==> config.mk <==
export PLATFORM = sky130hd
export DESIGN_NAME = laq_load_issue
export DESIGN_NICKNAME = d
export VERILOG_FILES = /design/src/rtl/laq_pkg.sv /design/src/rtl/laq_oldest_pick.sv /design/src/rtl/laq_load_issue.sv
export SDC_FILE = /design/constraint.sdc
export NUM_CORES = 1
export LEC_CHECK = 0
export CORE_AREA = 2 2 343 345
export DETAILED_ROUTE_END_ITERATION = 6
export DIE_AREA = 0 0 345 347
export GPL_TIMING_DRIVEN = 0
export HOLD_SLACK_MARGIN = 0.08
export RECOVER_POWER = 25
export SYNTH_ARGS = -nofsm -noshare
export SYNTH_HDL_FRONTEND = slang
export SYNTH_HIERARCHICAL = 1
export SYNTH_SLANG_ARGS = --single-unit
export TNS_END_PERCENT = 1
==> constraint.sdc <==
create_clock -name i_clk -period 13.8 [get_ports i_clk]
set_input_delay 2.07 -clock i_clk [delete_from_list [all_inputs] [get_ports i_clk]]
set_output_delay 2.07 -clock i_clk [all_outputs]
set_load 0.02 [all_outputs]
==> src/rtl/laq_pkg.sv <==
// Shared LAQ entry layout, FSM state encoding and the mod-SIZE age helper.
// Entry fields MSB->LSB are {A, val, addr, V, S, M, rd, tag}.
package laq_pkg;

  localparam int WIDTH_REG  = 5;
  localparam int WIDTH_TAG  = 5;
  localparam int WIDTH_ADDR = 32;
  localparam int WIDTH      = 4;
  localparam int SIZE       = 2 ** WIDTH;
  localparam int WIDTH_DATA = 5 + WIDTH_ADDR + WIDTH_REG + WIDTH_TAG;

  localparam int W_FLAG   = 1;
  localparam int OFF_TAG  = 0;
  localparam int OFF_RD   = OFF_TAG + WIDTH_TAG;
  localparam int OFF_M    = OFF_RD + WIDTH_REG;
  localparam int OFF_S    = OFF_M + W_FLAG;
  localparam int OFF_V    = OFF_S + W_FLAG;
  localparam int OFF_ADDR = OFF_V + W_FLAG;
  localparam int OFF_VAL  = OFF_ADDR + WIDTH_ADDR;
  localparam int OFF_A    = OFF_VAL + W_FLAG;

  typedef logic [WIDTH-1:0]      idx_t;
  typedef logic [WIDTH_ADDR-1:0] addr_t;

  typedef struct packed {
    logic                 a;
    logic                 val;
    addr_t                addr;
    logic                 v;
    logic                 s;
    logic                 m;
    logic [WIDTH_REG-1:0] rd;
    logic [WIDTH_TAG-1:0] tag;
  } entry_t;

  typedef enum logic [1:0] {
    ST_IDLE = 2'd0,
    ST_REQ  = 2'd1,
    ST_WAIT = 2'd2,
    ST_WB   = 2'd3
  } state_t;

  // Distance from head, wrapping naturally in WIDTH bits.
  function automatic idx_t age_of(input idx_t k, input idx_t head);
    return k - head;
  endfunction

endpackage

==> src/rtl/laq_oldest_pick.sv <==
// Combinational oldest-first selector over the eligibility vector, starting at head.
// Zero latency; no flow control.
module laq_oldest_pick
  import laq_pkg::*;
(
  input  logic [SIZE-1:0] i_elig,
  input  idx_t            i_head,
  output logic            o_found,
  output idx_t            o_idx
);

  idx_t w_k;

  // Scan youngest to oldest so the last hit is the smallest age.
  always_comb begin
    o_found = 1'b0;
    o_idx   = '0;
    w_k     = '0;
    for (int i = SIZE - 1; i >= 0; i--) begin
      w_k = i_head + idx_t'(i);
      if (i_elig[w_k]) begin
        o_found = 1'b1;
        o_idx   = w_k;
      end
    end
  end

endmodule

==> src/rtl/laq_load_issue.sv <==
// Issues the oldest ready LAQ load to the dcache, writes back rd/tag/data, sets S and pops the head.
// Pick->req 1 cycle, rsp->wb 1 cycle, req held until i_req_rdy; LAQ_LOAD_ISSUE_BYPASS_EN pops a head WB in the WB cycle.
module laq_load_issue
  import laq_pkg::*;
(
  input  logic                       i_clk,
  input  logic                       i_rst_n,
  input  logic [WIDTH_DATA*SIZE-1:0] i_entries,
  input  logic [WIDTH-1:0]           i_tail,
  input  logic                       i_empty,
  input  logic                       i_overflow,
  output logic                       o_re,
  output logic                       o_weS,
  output logic [WIDTH-1:0]           o_waddrS,
  output logic                       o_req_val,
  output logic [WIDTH_ADDR-1:0]      o_req_addr,
  input  logic                       i_req_rdy,
  input  logic                       i_rsp_val,
  input  logic [WIDTH_ADDR-1:0]      i_rsp_data,
  output logic                       o_wb_val,
  output logic [WIDTH_REG-1:0]       o_wb_rd,
  output logic [WIDTH_TAG-1:0]       o_wb_tag,
  output logic [WIDTH_ADDR-1:0]      o_wb_data
);

  entry_t          w_ent [SIZE];
  logic [SIZE-1:0] w_inrange;
  logic [SIZE-1:0] w_elig;
  idx_t            w_occ;
  idx_t            w_pick;
  logic            w_found;
  logic            w_busy;
  logic            w_wb_head;
  logic            w_head_s;
  logic            w_pop;
  state_t          w_state_nxt;

  state_t          r_state;
  idx_t            r_head;
  idx_t            r_idx;
  addr_t           r_addr;
  addr_t           r_data;
  logic            r_killed;

  always_comb begin
    for (int k = 0; k < SIZE; k++) begin
      w_ent[k]      = '0;
      w_ent[k].val  = i_entries[k*WIDTH_DATA + OFF_VAL];
      w_ent[k].addr = i_entries[k*WIDTH_DATA + OFF_ADDR +: WIDTH_ADDR];
      w_ent[k].v    = i_entries[k*WIDTH_DATA + OFF_V];
      w_ent[k].s    = i_entries[k*WIDTH_DATA + OFF_S];
      w_ent[k].m    = i_entries[k*WIDTH_DATA + OFF_M];
      w_ent[k].rd   = i_entries[k*WIDTH_DATA + OFF_RD +: WIDTH_REG];
      w_ent[k].tag  = i_entries[k*WIDTH_DATA + OFF_TAG +: WIDTH_TAG];
    end
  end

  // A stays set after a pop, so occupancy comes from head/tail only.
  assign w_occ  = age_of(i_tail, r_head);
  assign w_busy = (r_state != ST_IDLE);

  always_comb begin
    w_inrange = '0;
    w_elig    = '0;
    for (int k = 0; k < SIZE; k++) begin
      w_inrange[k] = i_overflow | (~i_empty & (age_of(idx_t'(k), r_head) < w_occ));
      w_elig[k]    = w_inrange[k] & w_ent[k].val & w_ent[k].v & ~w_ent[k].s & ~w_ent[k].m
                     & ~(w_busy & (idx_t'(k) == r_idx));
    end
  end

  laq_oldest_pick u_pick (
    .i_elig  (w_elig),
    .i_head  (r_head),
    .o_found (w_found),
    .o_idx   (w_pick)
  );

`ifdef LAQ_LOAD_ISSUE_BYPASS_EN
  assign w_wb_head = (r_state == ST_WB) & ~r_killed & (r_idx == r_head);
`else
  assign w_wb_head = 1'b0;
`endif

  assign w_head_s = w_ent[r_head].s | w_wb_head;
  assign w_pop    = ~i_empty & w_inrange[r_head] & (w_head_s | ~w_ent[r_head].val);
  assign o_re     = w_pop;

  always_comb begin
    w_state_nxt = r_state;
    o_req_val   = 1'b0;
    o_wb_val    = 1'b0;
    o_weS       = 1'b0;
    o_waddrS    = '0;
    o_wb_rd     = '0;
    o_wb_tag    = '0;
    o_wb_data   = '0;
    case (r_state)
      ST_IDLE: begin
        if (w_found) w_state_nxt = ST_REQ;
      end
      ST_REQ: begin
        o_req_val = 1'b1;
        if (i_req_rdy) w_state_nxt = ST_WAIT;
      end
      ST_WAIT: begin
        if (i_rsp_val) w_state_nxt = ST_WB;
      end
      ST_WB: begin
        // A load killed while in flight completes silently.
        if (!r_killed) begin
          o_wb_val  = 1'b1;
          o_weS     = 1'b1;
          o_waddrS  = r_idx;
          o_wb_rd   = w_ent[r_idx].rd;
          o_wb_tag  = w_ent[r_idx].tag;
          o_wb_data = r_data;
        end
        w_state_nxt = ST_IDLE;
      end
      default: w_state_nxt = ST_IDLE;
    endcase
  end

  assign o_req_addr = r_addr;

  always_ff @(posedge i_clk or negedge i_rst_n) begin
    if (!i_rst_n) begin
      r_state  <= ST_IDLE;
      r_head   <= '0;
      r_idx    <= '0;
      r_addr   <= '0;
      r_data   <= '0;
      r_killed <= 1'b0;
    end else begin
      r_state <= w_state_nxt;
      if (w_pop) r_head <= r_head + idx_t'(1);
      if (r_state == ST_IDLE && w_found) begin
        r_idx    <= w_pick;
        r_addr   <= w_ent[w_pick].addr;
        r_killed <= 1'b0;
      end
      if ((r_state == ST_REQ || r_state == ST_WAIT) && w_pop && (r_head == r_idx))
        r_killed <= 1'b1;
      if (r_state == ST_WAIT && i_rsp_val) r_data <= i_rsp_data;
    end
  end

endmodule

==> impl_metrics.env <==
export IMPL_overflow=0
export IMPL_hpwl_um=86190
export IMPL_synth_cell_types=88
export IMPL_initial_core_util_pct=10.58
export IMPL_vias=14275
export IMPL_drt_iter0_markers=1235
export IMPL_synth_edff_count=0
export IMPL_avgRoutedWirePerCell_um=28.91
export IMPL_postSynthCellCount=1047
export IMPL_grt_pass1_wl_um=129900
export IMPL_async_flop_share_pct=100.0
export IMPL_finalHoldViolCount=0
export IMPL_fmax_ghz=0.09018
export IMPL_hold_path_class="flip-flop to flip-flop"
export IMPL_ys_warn_count=6
export IMPL_worstRegToRegCells=24
export IMPL_r2r_start="r_head[1]"
export IMPL_slew_viol_final=78
export IMPL_first_pass_iters=5
export IMPL_r2r_end="o_req_addr[25]"
export IMPL_p_per_area_nw_per_um2=335.1
export IMPL_yosysSeqAreaShare_pct=15.32
export IMPL_ys_flop_type="dfrtp_1"
export IMPL_p_leak_nw=7.943
export IMPL_cts_tree="yes"
export IMPL_gp_congestion=0.8931
export IMPL_setup_violations=0
export IMPL_grt_pass1_vias=14687
export IMPL_area_growth_pct=88.24
export IMPL_drive_gt1_share_pct=18.85
export IMPL_fp_dieH_um=347
export IMPL_clock_path_buffers=2
export IMPL_ctsHoldBuffers=0
export IMPL_finalNetCount=2751
export IMPL_rsz0062_at_grt="no"
export IMPL_critPathKind="input port to flip-flop"
export IMPL_grt_usage_pct=16.07
export IMPL_cts_setup_buffers=0
export IMPL_syn_nets=1883
export IMPL_post_route_min_period_ns=11.09
export IMPL_relSlewSlack_pct=-138.4
export IMPL_startpoint="i_tail[0]"
export IMPL_layout_worst_path_cycle_share_pct=80.35
export IMPL_clkSlewWorstSetupHoldPaths_ns=0.08
export IMPL_layout_common_cells="clkdlybuf4s50_1, mux4_2, dfrtp_1"
export IMPL_crit_fanout=10
export IMPL_worstMarginPinSlew_ns=3.576
export IMPL_cp_start_kind="input port"
export IMPL_grt_max_degree=49
export IMPL_ios=876
export IMPL_final_common_cell="clkdlybuf4s50_1"
export IMPL_antenna_found_initial=35
export IMPL_endpoint="o_req_addr[25]"
export IMPL_routed_wl_um=99700
export IMPL_viasPerCell=4.139
export IMPL_ys_seq_elements=75
export IMPL_r2r_slack_ns=3.25
export IMPL_outcome="finished, violations left"
export IMPL_total_power_mw=7.726
export IMPL_fill_cells=12673
export IMPL_post_route_drc_count=0
export IMPL_finClkSkew_ns=0.02110
export IMPL_post_cts_resized=0
export IMPL_violations="max-capacitance violations, max-slew violations"
export IMPL_tns_ns=0
export IMPL_worstPathRequired_ns=14.06
export IMPL_dieArea_um2=119700
export IMPL_syn_area_um2=12250
export IMPL_clock_latency_ns=0.39
export IMPL_cp_arrival_ns=11.34
export IMPL_core_area_um2=115700
export IMPL_htree_levels=3
export IMPL_vdd_ir_drop_worst_mv=0.2331
export IMPL_row_count=125
export IMPL_endpoint_kind="flip-flop"
export IMPL_root_buffer="clkbuf_16"
export IMPL_die_w_um=345
export IMPL_ant_nets=0
export IMPL_numCtsBuffers=9
export IMPL_clock_sinks=75
export IMPL_maxCapViolCount=2
export IMPL_synth_area_per_cell_um2=11.70
export IMPL_io_buffers=856
==> worst min-delay path by stage <==
| stage | slack [ns] | to | startpoint | depth (start not counted) |
|---|---|---|---|---|
| floorplan | 0.45 | r_killed | r_killed | 2 |
| detailed placement | 0.48 | r_killed | r_killed | 2 |
| global placement | 0.47 | r_killed | r_killed | 2 |
| global route | 0.51 | r_data[3] | r_data[3] | 1 |
| finish | 0.49 | r_killed | r_killed | 2 |
| CTS | 0.50 | r_killed | r_killed | 2 |
==> sequential cells by signal, summed over array words and instances (netlist names) <==
signal,cells
o_req_addr,32
r_data,32
r_head,4
r_idx,4
r_killed,1
r_state,2
==> synth_stat cells (all sizes together) (5+ instances only) <==
library cell	count	area, um2
a21oi	44	220.2
mux4	223	5022
o22ai	6	37.54
buf	37	181.4
nor2	47	176.4
nor3	8	45.04
inv	39	148.9
nand3	9	45.04
o221a	7	78.83
xnor2	21	183.9
xor2	13	113.9
dfrtp	75	1877
mux2	79	893.3
nand3b	5	37.54
a211oi	8	60.06
o211ai	9	72.57
a21o	9	67.56
clkbuf	55	206.5
nor4	11	75.07
nand2	40	152.6
o21ai	41	205.2
and2	50	312.8
mux2i	44	460.4
nor2b	10	62.56
nor4bb	14	140.1
nand4	5	31.28
ha	41	513.0
nand2b	10	70.06
or2	5	31.28
==> through the flow <==
step | cell area (um2) | setup WS [ns] | instances | util, % | hold slack [ns]
CTS | 23060 | 2.349 | 3444 | 19.93 | 0.4967
detailed placement | 22750 | 1.942 | 3428 | 19.66 | 0.4760
floorplan | 12250 | 5.329 | 1047 | - | 0.4505
global route | 23050 | 2.189 | 3446 | 19.91 | 0.5076
finish | 23050 | 2.712 | 3449 | 19.92 | 0.4942
global placement | 22720 | 2.037 | 3427 | 19.63 | 0.4734
==> area by class of cell <==
class	instances	area (um2)	share of cell area, %
tap	1524	1907	8.271
sequential	75	1877	8.141
clock inverter	7	82.58	0.3582
clock buffer	9	225.2	0.9769
antenna	5	12.51	0.05427
timing repair buffer	857	8566	37.16
buffer	92	394.1	1.710
inverter	41	156.4	0.6784
multi-input combinational	839	9833	42.65
==> routing by layer <==
metal  vias up  wire (um)  track usage [%]
met3       110       8306            4.993
met5         -        171                0
met4        26       2494            4.475
li1       6019          -                -
met1      7327      39840            19.56
met2       793      48880            27.22
==> worst max-delay path, cell delays in order <==
cell,delay (ns)
clkdlybuf4s50_1,0.42
nand2b_1,0.14
buf_2,0.19
fa_1,0.47
xor2_1,0.28
inv_1,0.25
ha_1,0.37
nand2_1,0.05
o21ai_0,0.60
maj3_1,0.30
nor2_1,0.04
o221a_2,0.32
mux4_2,0.55
mux2_2,0.32
mux2i_2,0.46
nand2b_1,0.18
a21oi_1,0.06
nor4bb_1,0.27
a221o_1,0.37
clkbuf_1,0.70
clkbuf_1,0.86
clkbuf_1,0.93
mux4_2,0.42
mux2i_1,0.50
o21ai_0,0.14
==> power breakdown <==
part / switching [mW] / internal [mW] / total, mW / leakage, nW
Combinational: 3.94 / 3.08 / 7.02 / 6.89
Sequential: 0.0806 / 0.340 / 0.421 / 0.901
Clock: 0.139 / 0.144 / 0.284 / 0.150
==> logic make-up after synthesis <==
family,synth area share (%)
adder cells (fa/ha/maj),4.516
buffers and inverters,4.444
AO/OA/AOI/OAI,10.18
AND/OR/NAND/NOR,11.04
flip-flops,15.32
XOR/XNOR,2.432
multiplexers,52.06
Power figures use the tool's default switching activity.
